[config.mk]
export PLATFORM = sky130hd
export DESIGN_NAME = ifu_fetch
export DESIGN_NICKNAME = d
export VERILOG_FILES = /design/src/rtl/ifu_fetch_pkg.sv /design/src/rtl/ifu_fetch_reg.sv /design/src/rtl/ifu_fetch.sv
export SDC_FILE = /design/constraint.sdc
export NUM_CORES = 1
export LEC_CHECK = 0
export ABC_AREA = 1
export BUFFER_PORTS_ARGS = -buffer_cell sky130_fd_sc_hd__buf_4
export CAP_MARGIN = 10
export CORE_ASPECT_RATIO = 1.75
export CORE_MARGIN = 10
export CORE_UTILIZATION = 55
export CTS_BUF_LIST = sky130_fd_sc_hd__clkbuf_4 sky130_fd_sc_hd__clkbuf_8
export DETAILED_ROUTE_END_ITERATION = 7
export GPL_TIMING_DRIVEN = 0
export PLACE_DENSITY = 0.89
export SLEW_MARGIN = 20
export SYNTH_ARGS = -nofsm -noshare
export SYNTH_HDL_FRONTEND = slang
export SYNTH_SLANG_ARGS = --single-unit
[constraint.sdc]
create_clock -name clk -period 3.68 [get_ports clk]
set_clock_uncertainty 0.05 [all_clocks]
set_input_delay 0.736 -clock clk [delete_from_list [all_inputs] [get_ports clk]]
set_output_delay 0.736 -clock clk [all_outputs]
set_load 0.05 [all_outputs]
[src/rtl/ifu_fetch_pkg.sv]
// Shared constants, state encodings and helpers for the instruction fetch unit.
// No logic of its own; imported by every ifu_fetch file.
// Holds the reset PC default, the nop encoding and the 3-bit FSM state encodings.
package ifu_fetch_pkg;

    localparam int          IFU_XLEN     = 32;
    localparam logic [31:0] RESET_PC_DEF = 32'h8000_0000;
    localparam logic [31:0] NOP_INST     = 32'h0000_0013;

    typedef enum logic [2:0] {
        ST_IDLE = 3'd0,
        ST_REQ  = 3'd1,
        ST_WAIT = 3'd2,
        ST_HOLD = 3'd3,
        ST_DROP = 3'd4,
        ST_ERR  = 3'd5
    } ifu_state_e;

    // Redirect targets may be unaligned; fetch addresses are always word aligned.
    function automatic logic [31:0] align_pc(input logic [31:0] pc);
        return {pc[31:2], 2'b00};
    endfunction

endpackage

[src/rtl/ifu_fetch_reg.sv]
// Generic register with a synchronous active-low reset to a parameterised value.
// Latency: one cycle from d to q.
// Backpressure: none; it loads d on every clock edge.
module ifu_fetch_reg #(
    parameter int               WIDTH     = 32,
    parameter logic [WIDTH-1:0] RESET_VAL = '0
) (
    input  logic             clk,
    input  logic             rst_n,
    input  logic [WIDTH-1:0] d,
    output logic [WIDTH-1:0] q
);

    // Plain register; reset wins over the next value.
    always_ff @(posedge clk) begin
        if (!rst_n) begin
            q <= RESET_VAL;
        end else begin
            q <= d;
        end
    end

endmodule

[src/rtl/ifu_fetch.sv]
// Instruction fetch: owns the PC, issues one word fetch at a time and hands word+PC to decode.
// Latency: 3 cycles per instruction with a zero-wait memory (REQ, WAIT, HOLD).
// Backpressure: decode stall holds the word in HOLD with no new request; redirects drop stale fetches.
module ifu_fetch
    import ifu_fetch_pkg::*;
#(
    parameter logic [31:0] RESET_PC = RESET_PC_DEF,
    parameter int          XLEN     = IFU_XLEN
) (
    input  logic            clk,
    input  logic            rst_n,
    output logic            mem_req_valid,
    input  logic            mem_req_ready,
    output logic [XLEN-1:0] mem_req_addr,
    input  logic            mem_rsp_valid,
    input  logic [XLEN-1:0] mem_rsp_data,
    input  logic            mem_rsp_err,
    output logic            inst_valid,
    input  logic            inst_ready,
    output logic [XLEN-1:0] inst,
    output logic [XLEN-1:0] inst_pc,
    input  logic            redirect_valid,
    input  logic [XLEN-1:0] redirect_pc,
    output logic            fetch_err
);

    ifu_state_e  state_q, state_d;
    logic [31:0] pc_q, pc_d;
    logic [31:0] inst_q, inst_d;
    logic [31:0] inst_pc_q, inst_pc_d;
    logic        fetch_err_q, fetch_err_d;
    logic [31:0] redir_pc;

    ifu_fetch_reg #(
        .WIDTH     (32),
        .RESET_VAL (RESET_PC)
    ) u_pc_reg (
        .clk   (clk),
        .rst_n (rst_n),
        .d     (pc_d),
        .q     (pc_q)
    );

    // Next-state and datapath decisions; a redirect always takes priority over normal progress.
    always_comb begin
        state_d     = state_q;
        pc_d        = pc_q;
        inst_d      = inst_q;
        inst_pc_d   = inst_pc_q;
        fetch_err_d = fetch_err_q;
        redir_pc    = align_pc(redirect_pc);
        unique case (state_q)
            ST_IDLE: state_d = ST_REQ;
            ST_REQ: begin
                // Once accepted with a redirect, the response is still owed and must be drained.
                if (mem_req_ready) begin
                    if (redirect_valid) begin
                        pc_d    = redir_pc;
                        state_d = ST_DROP;
                    end else begin
                        state_d = ST_WAIT;
                    end
                end else if (redirect_valid) begin
                    pc_d = redir_pc;
                end
            end
            ST_WAIT: begin
                if (redirect_valid) begin
                    pc_d    = redir_pc;
                    state_d = mem_rsp_valid ? ST_REQ : ST_DROP;
                end else if (mem_rsp_valid) begin
                    if (mem_rsp_err) begin
                        fetch_err_d = 1'b1;
                        state_d     = ST_ERR;
                    end else begin
                        inst_d    = mem_rsp_data;
                        inst_pc_d = pc_q;
                        state_d   = ST_HOLD;
                    end
                end
            end
            ST_HOLD: begin
                if (redirect_valid) begin
                    pc_d    = redir_pc;
                    state_d = ST_REQ;
                end else if (inst_ready) begin
                    pc_d    = pc_q + 32'd4;
                    state_d = ST_REQ;
                end
            end
            ST_DROP: begin
                if (redirect_valid) begin
                    pc_d = redir_pc;
                end
                if (mem_rsp_valid) begin
                    state_d = ST_REQ;
                end
            end
            ST_ERR: begin
                if (redirect_valid) begin
                    fetch_err_d = 1'b0;
                    pc_d        = redir_pc;
                    state_d     = ST_REQ;
                end
            end
            default: state_d = ST_IDLE;
        endcase
    end

    // State, captured word and error flag registers.
    always_ff @(posedge clk) begin
        if (!rst_n) begin
            state_q     <= ST_IDLE;
            inst_q      <= NOP_INST;
            inst_pc_q   <= RESET_PC;
            fetch_err_q <= 1'b0;
        end else begin
            state_q     <= state_d;
            inst_q      <= inst_d;
            inst_pc_q   <= inst_pc_d;
            fetch_err_q <= fetch_err_d;
        end
    end

    assign mem_req_valid = (state_q == ST_REQ);
    assign mem_req_addr  = pc_q;
    assign inst_valid    = (state_q == ST_HOLD);
    assign inst          = inst_q;
    assign inst_pc       = inst_pc_q;
    assign fetch_err     = fetch_err_q;

    // Responses are only legal while one is owed.
    a_rsp_only_when_owed: assert property (@(posedge clk) disable iff (!rst_n)
        mem_rsp_valid |-> (state_q == ST_WAIT || state_q == ST_DROP));

endmodule

==> impl_metrics.csv, run 1 <==
group,metric,value,unit
placement,hpwl,14400,um
layout,nNetsFinal,974,
setup_path,cp_data_required_time,2890,ps
power_and_ir_drop,cellLeakagePower,2.64,nW
layout,final_cell_area,6270,um2
sta,fin_crit,2110,ps
synth,synth_largest_area_cell,"dfxtp_1",
drt,drtIter0Drc,431,
sta,tightest_slew,649,ps
synth,async_flop_share,0,%
layout,num_antenna_cells,0,
drt,first_pass_iters,5,
layout,multi_input_area,2430,um2
power_and_ir_drop,fin_total_pwr,4.38,mW
clock_tree,cts_tree,"yes",
power_and_ir_drop,ir_worst_vdd,0.751,mV
layout,fillers,674,
clock_tree,cts_inserted_buffers,9,
die,die_y,142,um
drt,drc_errors,0,
synth,ys_ff_latch,96,
global_route,grt_antenna_before_repair,0,
sta,setup_viol_count_final,0,
sta,rsz0062_at_grt,"no",
synth,syn_avg_cell_area,6.50,um2
sta,drv_slew,0,
clock_tree,post_cts_buffers,0,
die,io_pins,170,
placement,numPortBuffers,163,
clock_tree,cts_hold_buf,0,
setup_path,end_kind,"output port",
layout,drive_gt1_share,24.1,%
clock_tree,h-tree-depth,3,
sta,worst_hold_slack,418,ps
setup_path,cp-start-kind,"register",
sta,max_freq,0.474,GHz
die,initial_utilization,56.7,%
drt,wl_per_cell,17.6,um
drt,wirelength,17900,um
setup_path,critPathKind,"reg -> out",
job,max_cap_viol_count,0,
hold_path,hold_path_class,"reg -> reg",
synth,synthTopCellsByCount,"nand2_1 (241), nor2_1 (97), dfxtp_1 (96), a21oi_1 (88), nand3_1 (45)",
clock_tree,cts_root_buf,"clkbuf_8",
sta,hold_viol_final,0,
sta,slew_headroom,56.7,%
setup_path,cpPeakStageDelay,450,ps
die,rows,44,
setup_path,cp_slowest_cell,"dfxtp_1",
die,die_w,90.0,um
clock_tree,ctsResizeCount,0,
layout,seq_area,1920,um2
global_route,grt_overflow,0,
setup_path,cp.arrival,1320,ps
global_route,gr-usage-all-layers,26.6,%
sta,finalCritPeriodShare,57.4,%
die,dieArea,12800,um2
power_and_ir_drop,power.density,699,nW/um2
outcome,status,"finished clean",
setup_path,cp_cell_sequence,"nand2_2 -> nor2_1 -> buf_4",
drt,vias,5475,
placement,globalplace.congestion,0.943,
setup_path,worstPathMaxFanout,5,
global_route,grt_max_degree,17,
clock_tree,clk_pin_slew,80,ps
drt,viasPerCell,5.36,
synth,ys_seq_area_share,40.8,%
synth,synthTopCellsByArea,"dfxtp_1 (41%), nand2_1 (19%), a21oi_1 (9.4%)",
global_route,grt_pass1_wl,27600,um
synth,synth-edff-count,0,
synth,ys_types,28,
layout,area_growth_syn_to_layout,33.1,%
synth,synth_cells,725,
sta,fin_setup_tns,0,ps
clock_tree,clk_latency,380,ps
global_route,first_global_vias,5510,
drt,ant_nets,0,
clock_tree,cts_max_path_buffers,2,
placement,place_area,6090,um2
synth,synth-main-ff-cell,"dfxtp_1",
synth,yosys_warnings,0,
clock_tree,cts_sinks,96,
synth,synth_area,4710,um2
synth,synth_top_area_share,40.8,%
die,core,8310,um2
synth,yosysMostFrequentCell,"nand2_1",
## final timing paths
check                           cells past startpoint  slack (ps)                        from                           to
worst max-delay path                                3        1570     state_q[0]$_SDFFE_PN0P_                mem_req_valid
worst min-delay path                                2         420    inst_pc[19]$_SDFFE_PN0P_     inst_pc[19]$_SDFFE_PN0P_
worst max register to register                      8        1710  u_pc_reg.q[3]$_SDFFE_PN0P_  u_pc_reg.q[20]$_SDFFE_PN0P_
worst min register to register                      2         420    inst_pc[19]$_SDFFE_PN0P_     inst_pc[19]$_SDFFE_PN0P_
## kinds of logic (layout without fill, tap and decap cells)
| logic type | count (synthesis) | in the layout | share of synthesized area (%) |
|---|---|---|---|
| and+or+nand+nor | 406 | 406 | 35.3 |
| AOI/OAI and AO/OA | 134 | 134 | 14.5 |
| DFF | 96 | 96 | 40.8 |
| buffers and inverters | 80 | 258 | 7.76 |
| xor gates and xnor gates | 7 | 7 | 1.30 |
| adders and majority gates | 1 | 1 | 0.266 |
| other | 1 | 4 | 0.0796 |
## per-layer routing
| metal | vias up | global-route usage (%) | wire, um |
|---|---|---|---|
| met1 | 2509 | 24.5 | 6160 |
| met5 | - | 0 | 0 |
| li1 | 2678 | - | - |
| met3 | 48 | 6.02 | 1300 |
| met4 | 0 | 16.2 | 865 |
| met2 | 240 | 51.4 | 9620 |
## report_power, final
group / total (mW) / internal (mW) / switching (mW) / leakage, nW
clock: 0.650 / 0.268 / 0.382 / 0.0907
sequential: 1.50 / 1.21 / 0.281 / 0.779
combinational: 2.24 / 0.692 / 1.54 / 1.77
## layout make-up
| type | instances | share of cell area (%) |
|---|---|---|
| Timing Repair Buffer | 163 | 19.5 |
| Clock inverter | 5 | 0.659 |
| Tap cell | 115 | 2.30 |
| Sequential cell | 96 | 30.7 |
| Multi-Input combinational cell | 552 | 38.8 |
| Inverter | 41 | 2.46 |
| Clock buffer | 10 | 2.20 |
| Buffer | 39 | 3.37 |
## registers in the layout, summed over array words and instances (netlist names)
register    flops
inst           32
inst_pc        30
u_pc_reg.q     30
state_q         3
fetch_err       1
## per-stage QoR
step	utilization (%)	worst slack, ps	instances
after detailed placement	73.2	1470	1006
after global placement	73.2	1540	1006
after floorplan	-	1650	728
final	75.4	1570	1021
after CTS	75.4	1580	1021
after global routing	75.4	1490	1021
## layout by cell type (no fill, tap or decap)
master,n
ha_1,1
inv_6,1
clkinv_4,1
clkbuf_8,10
buf_2,13
clkbuf_1,16
clkinv_2,1
a21oi_1,88
xnor2_1,3
nand3_1,45
clkinvlp_4,1
nor2_2,5
xor2_1,4
nand3_2,4
nand2_2,1
inv_1,35
o21bai_1,1
o2bb2ai_1,1
nand4_1,9
nor3_1,1
o21ai_1,2
conb_1,4
or2_1,1
o2111ai_1,1
inv_8,1
nor2_1,97
nand3_4,1
buf_6,3
buf_4,170
nand3b_1,1
nand2_1,241
o21ai_0,41
dfxtp_1,96
inv_2,6
## critical path, delay by kind of cell (launching register included)
kind                   cells  cell delay [ps]
buffers and inverters      1              220
flip-flops                 1              450
AND/OR/NAND/NOR            2              280
Note: power is estimated with default switching activity, not from simulation.
==> run 2, diff against run 1 <==
--- a/config.mk
+++ b/config.mk
@@ -10,11 +10,11 @@
 export CAP_MARGIN = 10
 export CORE_ASPECT_RATIO = 1.75
 export CORE_MARGIN = 10
-export CORE_UTILIZATION = 55
+export CORE_UTILIZATION = 47
 export CTS_BUF_LIST = sky130_fd_sc_hd__clkbuf_4 sky130_fd_sc_hd__clkbuf_8
 export DETAILED_ROUTE_END_ITERATION = 7
 export GPL_TIMING_DRIVEN = 0
-export PLACE_DENSITY = 0.89
+export PLACE_DENSITY = 0.81
 export SLEW_MARGIN = 20
 export SYNTH_ARGS = -nofsm -noshare
 export SYNTH_HDL_FRONTEND = slang
==> constraint.sdc (replaced) <==
create_clock -name clk -period 1.7 [get_ports clk]
set_clock_uncertainty 0.05 [all_clocks]
set_input_delay 0.34 -clock clk [delete_from_list [all_inputs] [get_ports clk]]
set_output_delay 0.34 -clock clk [all_outputs]
set_load 0.05 [all_outputs]
==> impl_metrics.csv, run 2 (synthesis results as in run 1) <==
group,metric,value,unit
power_and_ir_drop,p_clk_share,16.2,%
drt,drc_errors,0,
drt,drt-met1-wl,5840,um
global_route,gr-usage-all-layers,22.6,%
clock_tree,clk_latency,370,ps
global_route,grt_antenna_before_repair,0,
job,max_cap_viol_count,0,
drt,ant_nets,0,
power_and_ir_drop,ir_worst_vdd,1.10,mV
layout,largest_reg_flops,32,
die,dieArea,14600,um2
clock_tree,cts_tree,"yes",
setup_path,cpPeakStageDelay,370,ps
layout,post-route-util,65.5,%
setup_path,cp_top_family,"flip-flops",
layout,final_common_cell,"nand2_1",
sta,setup_viol_count_final,0,
layout,area_growth_syn_to_layout,36.9,%
setup_path,cp_data_required_time,1310,ps
drt,dr_wl_met2,9020,um
layout,layout_common_cells,"nand2_1 (240), buf_4 (171), a21oi_1 (88), nor2_1 (86), dfxtp_1 (75)",
clock_tree,cts_inserted_buffers,9,
layout,finalNonFillerCells,1031,
drt,first_pass_iters,5,
sta,rsz0062_at_grt,"yes",
setup_path,end_kind,"output port",
sta,fin_crit,1610,ps
placement,hpwl,13400,um
power_and_ir_drop,cellLeakagePower,2.67,nW
power_and_ir_drop,power.density,1520,nW/um2
placement,globalplace.congestion,0.994,
drt,drtIter0Drc,238,
power_and_ir_drop,switching_power,4.82,mW
drt,dr.max_layer_used,"met4",
power_and_ir_drop,internal_power,5.00,mW
placement,dp_cells,1016,
sta,tightest_slew,582,ps
die,core,9850,um2
power_and_ir_drop,p_seq_share,34.0,%
setup_path,cp-start-kind,"register",
layout,num_antenna_cells,0,
layout,drive_gt1_share,28.4,%
global_route,grt_max_degree,18,
sta,hold_viol_final,0,
die,die_w,95.7,um
die,die_y,152,um
die,rows,48,
sta,fin_setup_tns,0,ps
setup_path,critPathBufInv,2,
clock_tree,cts_max_path_buffers,2,
drt,vias,5274,
placement,numPortBuffers,163,
setup_path,cp_slowest_cell,"dfxtp_4",
global_route,grt_pass1_wl,26000,um
clock_tree,clk_pin_slew,90,ps
power_and_ir_drop,p_comb_share,49.8,%
global_route,first_global_vias,5224,
placement,place_area,6130,um2
outcome,status,"finished clean",
sta,max_freq,0.621,GHz
die,initial_utilization,47.8,%
sta,worst_hold_slack,125,ps
setup_path,r2r_cells,8,
drt,wirelength,16900,um
layout,final_cell_area,6450,um2
power_and_ir_drop,swShare,49.1,%
sta,fin_ws,89.8,ps
hold_path,hold_depth,3,
power_and_ir_drop,fin_total_pwr,9.82,mW
sta,slew_headroom,61.2,%
clock_tree,h-tree-depth,3,
layout,nNetsFinal,973,
drt,wl_met3,1220,um
sta,drv_slew,0,
clock_tree,cts_root_buf,"clkbuf_8",
die,io_pins,170,
setup_path,worstPathMaxFanout,5,
placement,pre_cts_ws,-118,ps
sta,finalCritPeriodShare,94.7,%
setup_path,cp_cell_sequence,"inv_2 -> nand2_2 -> nor2_4 -> buf_4",
clock_tree,cts_sinks,96,
drt,wl_per_cell,16.4,um
setup_path,cp.arrival,1220,ps
setup_path,critPathKind,"reg -> out",
global_route,grt_overflow,0,
drt,viasPerCell,5.12,
hold_path,hold_path_class,"in -> reg",
setup_path,path_depth,4,
==> run 2: power by group through the flow <==
| stage | sequential (mW) | combinational (mW) | clock, mW |
|---|---|---|---|
| 2_1_floorplan | 4.32 | 2.18 | 0 |
| 3_3_place_gp | 3.29 | 4.76 | 0 |
| 3_5_place_dp | 3.29 | 4.80 | 0 |
| 4_1_cts | 3.25 | 4.84 | 1.63 |
| 5_1_grt | 3.41 | 5.32 | 1.71 |
| 6_report | 3.34 | 4.89 | 1.59 |
==> run 2: timing repair <==
item	in CTS	in global routing
resized for setup	5	43
hold buffers	0	0
gates cloned	0	0
setup endpoints to repair	6	95
buffers inserted	0	0
pin swaps	0	0
==> run 2: layout make-up <==
cell class,count,area [um2]
multi-input cells,552,2520
clock inverters,6,71.3
well taps,125,156
fillers,950,3400
inverters,41,159
clock buffers,10,138
plain buffers,38,218
flip-flops and latches,96,1960
repair buffers,163,1220
==> run 2: path summary, 6_finish.rpt <==
| path | end | startpoint | slack, ps |
|---|---|---|---|
| setup / recovery | mem_req_valid | state_q[1]$_SDFFE_PN0P_ | 90 |
| setup reg to reg | inst_pc[30]$_SDFFE_PN0P_ | state_q[0]$_SDFFE_PN0P_ | 120 |
| hold reg to reg | inst_pc[20]$_SDFFE_PN0P_ | inst_pc[20]$_SDFFE_PN0P_ | 420 |
| hold / removal | inst[1]$_SDFFE_PN1P_ | mem_rsp_data[1] | 120 |
==> run 2: tightest hold or removal path: stages <==
cell and delay (ps):
buf_4 80, nand2_1 50, nand3_1 50
==> run 2: metal layers <==
| layer | up-vias | global-route usage, % |
|---|---|---|
| met2 | 182 | 41.4 |
| met5 | - | 0 |
| met3 | 41 | 4.74 |
| li1 | 2674 | - |
| met1 | 2377 | 22.6 |
| met4 | 0 | 11.6 |
